--- config.mk ---
export PLATFORM = sky130hd
export DESIGN_NAME = load_store_unit
export DESIGN_NICKNAME = d
export VERILOG_FILES = /design/src/rtl/load_store_unit.sv
export SDC_FILE = /design/constraint.sdc
export NUM_CORES = 1
export LEC_CHECK = 0
export BUFFER_PORTS_ARGS = -buffer_cell sky130_fd_sc_hd__buf_2
export CORE_ASPECT_RATIO = 0.5
export CORE_MARGIN = 4
export CORE_UTILIZATION = 27
export DETAILED_ROUTE_END_ITERATION = 10
export GPL_TIMING_DRIVEN = 1
export PLACE_DENSITY = 0.56
export SYNTH_ARGS = -nofsm -noshare
export SYNTH_HDL_FRONTEND = slang
export SYNTH_SLANG_ARGS = --single-unit
--- constraint.sdc ---
create_clock -name clk -period 4.8 [get_ports clk]
set_clock_uncertainty 0.2 [all_clocks]
set_input_delay 0.48 -clock clk [delete_from_list [all_inputs] [get_ports clk]]
set_output_delay 0.48 -clock clk [all_outputs]
set_load 0.005 [all_outputs]
--- src/rtl/load_store_unit.sv ---
// load_store_unit
// Multi-cycle bridge between the execute stage and a req/ack word-wide data bus.
// It accepts one load or store at a time and checks the access width and alignment.
// It then drives the bus until mem_ack arrives, and returns sign- or zero-extended
// load data for writeback. While it works it holds the pipeline with 'stall'.
// Misaligned accesses, illegal widths and accesses that time out end with a
// one-cycle fault pulse instead of a completion pulse.
//
// Ports
//   clk, reset       rising-edge clock, asynchronous active-low reset
//   req_*            load/store request from execute (held while stall=1)
//   stall            hold PC/pipeline
//   rdata            extended load data (0 for stores/faults), held between pulses
//   rdata_valid      one-cycle completion pulse
//   fault/fault_code one-cycle abort pulse: 01 misaligned, 10 illegal funct3, 11 timeout
//   mem_*            word bus: request held until the single-cycle mem_ack

module load_store_unit #(
    parameter int unsigned TIMEOUT_CYCLES = 255
) (
    input  logic        clk,
    input  logic        reset,
    input  logic        req_valid,
    input  logic        req_write,
    input  logic [2:0]  req_funct3,
    input  logic [31:0] req_addr,
    input  logic [31:0] req_wdata,
    output logic        stall,
    output logic [31:0] rdata,
    output logic        rdata_valid,
    output logic        fault,
    output logic [1:0]  fault_code,
    output logic        mem_req,
    output logic        mem_we,
    output logic [31:0] mem_addr,
    output logic [31:0] mem_wdata,
    output logic [3:0]  mem_be,
    input  logic [31:0] mem_rdata,
    input  logic        mem_ack
);

    localparam logic [1:0] ST_IDLE = 2'd0;
    localparam logic [1:0] ST_REQ  = 2'd1;
    localparam logic [1:0] ST_DONE = 2'd2;
    localparam logic [1:0] ST_ERR  = 2'd3;

    localparam logic [7:0] TIMEOUT_LIMIT = 8'(TIMEOUT_CYCLES);

    // Fault code for a request. An illegal funct3 takes priority over misalignment.
    function automatic logic [1:0] check_code(input logic wr, input logic [2:0] f3,
                                              input logic [1:0] a);
        logic [1:0] code;
        code = 2'b00;
        case (f3)
            3'b000:  code = 2'b00;
            3'b001:  code = a[0] ? 2'b01 : 2'b00;
            3'b010:  code = (a != 2'b00) ? 2'b01 : 2'b00;
            3'b100:  code = wr ? 2'b10 : 2'b00;
            3'b101:  code = wr ? 2'b10 : (a[0] ? 2'b01 : 2'b00);
            default: code = 2'b10;
        endcase
        return code;
    endfunction

    // Byte lanes touched by the access. This is the same for loads and stores.
    function automatic logic [3:0] byte_enable(input logic [2:0] f3, input logic [1:0] a);
        logic [3:0] be;
        be = 4'b0000;
        case (f3[1:0])
            2'b00:   be = 4'b0001 << a;
            2'b01:   be = a[1] ? 4'b1100 : 4'b0011;
            2'b10:   be = 4'b1111;
            default: be = 4'b0000;
        endcase
        return be;
    endfunction

    // Store data replicated into every lane, so byte enables alone select the target.
    function automatic logic [31:0] replicate(input logic [2:0] f3, input logic [31:0] d);
        logic [31:0] w;
        w = d;
        case (f3[1:0])
            2'b00:   w = {4{d[7:0]}};
            2'b01:   w = {2{d[15:0]}};
            default: w = d;
        endcase
        return w;
    endfunction

    // Shift the addressed lane down to bit 0, then sign- or zero-extend it.
    function automatic logic [31:0] extend(input logic [2:0] f3, input logic [1:0] off,
                                           input logic [31:0] word);
        logic [31:0] lane;
        logic [31:0] res;
        lane = word >> {off, 3'b000};
        res  = lane;
        case (f3)
            3'b000:  res = {{24{lane[7]}}, lane[7:0]};
            3'b001:  res = {{16{lane[15]}}, lane[15:0]};
            3'b100:  res = {24'h000000, lane[7:0]};
            3'b101:  res = {16'h0000, lane[15:0]};
            default: res = lane;
        endcase
        return res;
    endfunction

    logic [1:0]  state_r;
    logic [7:0]  count_r;
    logic [2:0]  funct3_r;
    logic [1:0]  offset_r;
    logic [31:0] rdata_r;
    logic        rdata_valid_r;
    logic        fault_r;
    logic [1:0]  fault_code_r;
    logic        mem_req_r;
    logic        mem_we_r;
    logic [31:0] mem_addr_r;
    logic [31:0] mem_wdata_r;
    logic [3:0]  mem_be_r;
    logic [1:0]  req_code_s;
    logic        stall_s;

    // Legality check of the request currently presented
    always_comb begin
        req_code_s = check_code(req_write, req_funct3, req_addr[1:0]);
    end

    // Stall must follow req_valid in the same IDLE cycle, so it is decoded
    // combinationally. It is forced low while reset is asserted.
    always_comb begin
        stall_s = 1'b0;
        if (!reset) begin
            stall_s = 1'b0;
        end else if (state_r == ST_IDLE) begin
            stall_s = req_valid;
        end else if (state_r == ST_REQ) begin
            stall_s = 1'b1;
        end else begin
            stall_s = 1'b0;
        end
    end

    // Access FSM, bus registers, timeout counter and response registers
    always_ff @(posedge clk or negedge reset) begin
        if (!reset) begin
            state_r       <= ST_IDLE;
            count_r       <= 8'd0;
            funct3_r      <= 3'b000;
            offset_r      <= 2'b00;
            rdata_r       <= 32'h0000_0000;
            rdata_valid_r <= 1'b0;
            fault_r       <= 1'b0;
            fault_code_r  <= 2'b00;
            mem_req_r     <= 1'b0;
            mem_we_r      <= 1'b0;
            mem_addr_r    <= 32'h0000_0000;
            mem_wdata_r   <= 32'h0000_0000;
            mem_be_r      <= 4'b0000;
        end else begin
            rdata_valid_r <= 1'b0;
            fault_r       <= 1'b0;
            fault_code_r  <= 2'b00;
            case (state_r)
                ST_IDLE: begin
                    if (req_valid) begin
                        if (req_code_s != 2'b00) begin
                            fault_r      <= 1'b1;
                            fault_code_r <= req_code_s;
                            rdata_r      <= 32'h0000_0000;
                            state_r      <= ST_ERR;
                        end else begin
                            mem_req_r   <= 1'b1;
                            mem_we_r    <= req_write;
                            mem_addr_r  <= {req_addr[31:2], 2'b00};
                            mem_be_r    <= byte_enable(req_funct3, req_addr[1:0]);
                            mem_wdata_r <= replicate(req_funct3, req_wdata);
                            funct3_r    <= req_funct3;
                            offset_r    <= req_addr[1:0];
                            count_r     <= 8'd1;
                            state_r     <= ST_REQ;
                        end
                    end else begin
                        state_r <= ST_IDLE;
                    end
                end
                ST_REQ: begin
                    // An ack wins over a timeout that expires in the same cycle.
                    if (mem_ack) begin
                        mem_req_r     <= 1'b0;
                        rdata_valid_r <= 1'b1;
                        rdata_r       <= mem_we_r ? 32'h0000_0000
                                                  : extend(funct3_r, offset_r, mem_rdata);
                        state_r       <= ST_DONE;
                    end else if (count_r >= TIMEOUT_LIMIT) begin
                        mem_req_r    <= 1'b0;
                        fault_r      <= 1'b1;
                        fault_code_r <= 2'b11;
                        rdata_r      <= 32'h0000_0000;
                        state_r      <= ST_ERR;
                    end else begin
                        count_r <= count_r + 8'd1;
                    end
                end
                ST_DONE: state_r <= ST_IDLE;
                ST_ERR:  state_r <= ST_IDLE;
                default: state_r <= ST_IDLE;
            endcase
        end
    end

    assign stall       = stall_s;
    assign rdata       = rdata_r;
    assign rdata_valid = rdata_valid_r;
    assign fault       = fault_r;
    assign fault_code  = fault_code_r;
    assign mem_req     = mem_req_r;
    assign mem_we      = mem_we_r;
    assign mem_addr    = mem_addr_r;
    assign mem_wdata   = mem_wdata_r;
    assign mem_be      = mem_be_r;

endmodule

==> qor.yml <==
regToRegSetupSlack_ns: 2.21
die_width_um: 212
vdd.ir_drop.worst_uv: 261
arrival_ns: 2.98
r2r_start: "state_r[1]$_DFFE_PN0P_"
post_cts_resized: 0
post-route-min-period_ns: 2.88
final_power_mw: 4.64
netlist.area_leader.share_pct: 52.8
globalRouteTotalUtil_pct: 13.6
antenna_found_initial: 0
p_leak_nw: 3.79
sequential_cell_area_um2: 2980
io_buffer_count: 208
synth_cell_type_count: 53
area.growth.synth_to_final_pct: 33.4
final_layout_size_suffix_gt1_share_pct: 42.8
max-clock-path-buffers: 2
holdBufCountCts: 1
cap_viol_max_count: 0
root_buffer_cell: "clkbuf_16"
synthTopCellsByArea: "dfrtp_1 53%, mux2_2 9.0%, mux2i_1 7.1%, o21ai_0 3.9%, nand2_1 3.5%"
global_route.overflow_total: 0
crit_path_end: "mem_addr[30]$_DFFE_PN0P_"
finish.net_count: 795
yosysWarnings: 0
via_count: 4556
cts.sink_count: 119
grt_max_degree: 74
synth_edf_count: 0
post-dp-hpwl_mm: 11.9
multiInputGateArea_um2: 2420
sequential_element_share_of_the_synthesized_area_pct: 52.8
nFillCells: 2060
synth_ff_type: "dfrtp_1"
synth_commonest_cells: "119 x dfrtp_1, 52 x nand2_1, 45 x mux2_2"
syn_avg_cell_area_um2: 11.5
insertedDiodeCount: 0
max-slew-margin-rel_pct: 29.9
final_layout_setup_total_negative_slack_ns: 0
cts_tree: "yes"
worstPathMaxFanout: 62
totalWireLength_mm: 16.1
dr.pass1.iters: 4
post_synthesis_cell_area_um2: 5640
number_of_hold_violations_in_the_final_report: 0
postSynth.asyncResetShare_pct: 100
yosys.cell_count.top_type: "dfrtp_1"
critPathRequiredTime_ns: 4.89
synth_largest_area_cell: "dfrtp_1"
floorplan.initialDensity_pct: 27.5
cp-end-kind: "register"
gp_congestion: 0.812
timing.setup.critical_path_class: "in -> reg"
crit_path_top_delay_cell: "o21ai_4"
cts_setup_buffers: 0
clock_latency_ns: 0.41
critical_path.max_stage_delay_ns: 0.88
rsz0062_at_grt: "false"
timing.reg2reg.worst_path_depth: 5
die-area_um2: 23400
cellPowerDensity_nw_per_um2: 617
tightest_slew_ns: 1.05
final_report_max_slew_violation_count: 0
grt_first_pass_wirelength_mm: 24.9
remaining_drc_errors: 0
number_of_global_route_vias_before_repair: 4619
cts_buffers: 17
h-tree-depth: 4
fmax_mhz: 347
placement_row_count: 37
num_io_pins: 211
drt_iter0_drc: 269
die_span_y_um: 110
cp_cell_sequence: "buf_2, a221oi_1, o21ai_4, buf_12, mux2_2"
setup_viol: 0
ant_nets: 0
timing.rr.end: "mem_be[0]$_DFFE_PN0P_"
post-route-period-util_pct: 60.1
clkTransAtPathRegs_ns: 0.06
start_kind: "primary input"
core-area_um2: 20500
synthesis.instances: 491
run_status: "complete, no violations"
viasPerCell: 4.67
wl_per_cell_um: 16.5
flip_flop_and_latch_count_after_synthesis: 119
timing.hold.worst.class: "in -> reg"
worst_setup_path_startpoint: "req_funct3[1]"
-- cell type report --
cell class / instances / share of cell area (%)
clock inverters: 12 / 2.66
flip-flops and latches: 119 / 39.6
multi-input cells: 331 / 32.2
inverters: 5 / 0.250
repair buffers: 216 / 14.9
well taps: 273 / 4.54
clock buffers: 20 / 5.94
-- sequential cells by signal, indices dropped and copies added, names as in the netlist --
signal / flops
fault: 1
mem_req: 1
mem_we: 1
mem_be: 4
count_r: 8
rdata: 32
rdata_valid: 1
funct3_r: 3
mem_wdata: 32
state_r: 2
offset_r: 2
fault_code: 2
mem_addr: 30
-- critical path: cells and delay by family --
kind,cells,cell delay [ns]
AOI/OAI and AO/OA,2,1.15
buffers and inverters,2,0.91
muxes,1,0.37
-- power breakdown --
group	internal, mW	switching [mW]	leakage, nW
sequential	1.44	0.295	1.51
clock	0.934	0.462	0.306
combinational	0.776	0.737	1.97
-- how the worst min path moves through the flow --
stage / depth (start not counted) / start / slack, ns / endpoint
final: 2 / req_addr[31] / 0.09 / mem_addr[31]$_DFFE_PN0P_
after global routing: 2 / req_addr[31] / 0.08 / mem_addr[31]$_DFFE_PN0P_
after CTS: 2 / req_addr[11] / 0.07 / mem_addr[11]$_DFFE_PN0P_
after detailed placement: 2 / mem_wdata[8]$_DFFE_PN0P_ / 0.27 / mem_wdata[8]$_DFFE_PN0P_
after global placement: 2 / mem_wdata[14]$_DFFE_PN0P_ / 0.26 / mem_wdata[14]$_DFFE_PN0P_
after floorplan: 0 / reset / -0.02 / count_r[0]$_DFFE_PN0P_
-- per-layer routing --
layer  GRT usage [%]  up-vias  part of all wire, %
met1            17.8     2262                   46
met4            4.41        0                  1.6
li1                -     2191                    -
met3            3.42       16                  3.8
met2            22.2       87                   49
met5               0        -                    0
-- per-stage QoR --
step	setup slack [ns]	std cells	util [%]	hold WS, ns	cell area (µm²)
after detailed placement	1.49	943	33.5	0.269	6870
after CTS	1.93	976	36.7	0.0715	7520
final	1.92	976	36.7	0.0891	7520
after global routing	1.75	976	36.7	0.0754	7520
after global placement	1.56	943	33.5	0.259	6870
after floorplan	2.69	492	-	-0.0156	5640
-- cells by family after synthesis --
| kind of cell | share of synthesized area [%] |
|---|---|
| buf+inv | 4.48 |
| flops | 52.8 |
| compound gates | 16.5 |
| other cells | 0.0665 |
| mux | 17.6 |
| fa+ha+maj | 0.222 |
| simple gates | 8.32 |
-- layout by cell type (no fill, tap or decap), types with 3 or more instances in the layout --
cell type / Yosys / routed
a211oi_1: 3 / 3
mux2i_1: 40 / 40
a31oi_1: 4 / 4
a221o_1: 8 / 8
buf_4: 3 / 7
mux2_2: 45 / 45
nor2_1: 26 / 26
nand2_1: 52 / 52
bufinv_16: 0 / 5
inv_1: 5 / 5
dfrtp_1: 119 / 119
mux2_1: 4 / 4
o2bb2ai_1: 22 / 22
a21oi_1: 22 / 22
clkbuf_16: 0 / 17
o31ai_1: 3 / 3
a211o_1: 9 / 9
buf_2: 7 / 207
clkinvlp_4: 0 / 3
a22o_1: 3 / 3
nand3_1: 4 / 4
a21o_1: 5 / 5
o21ai_0: 44 / 44
Note: power is estimated with default switching activity, not from simulation.
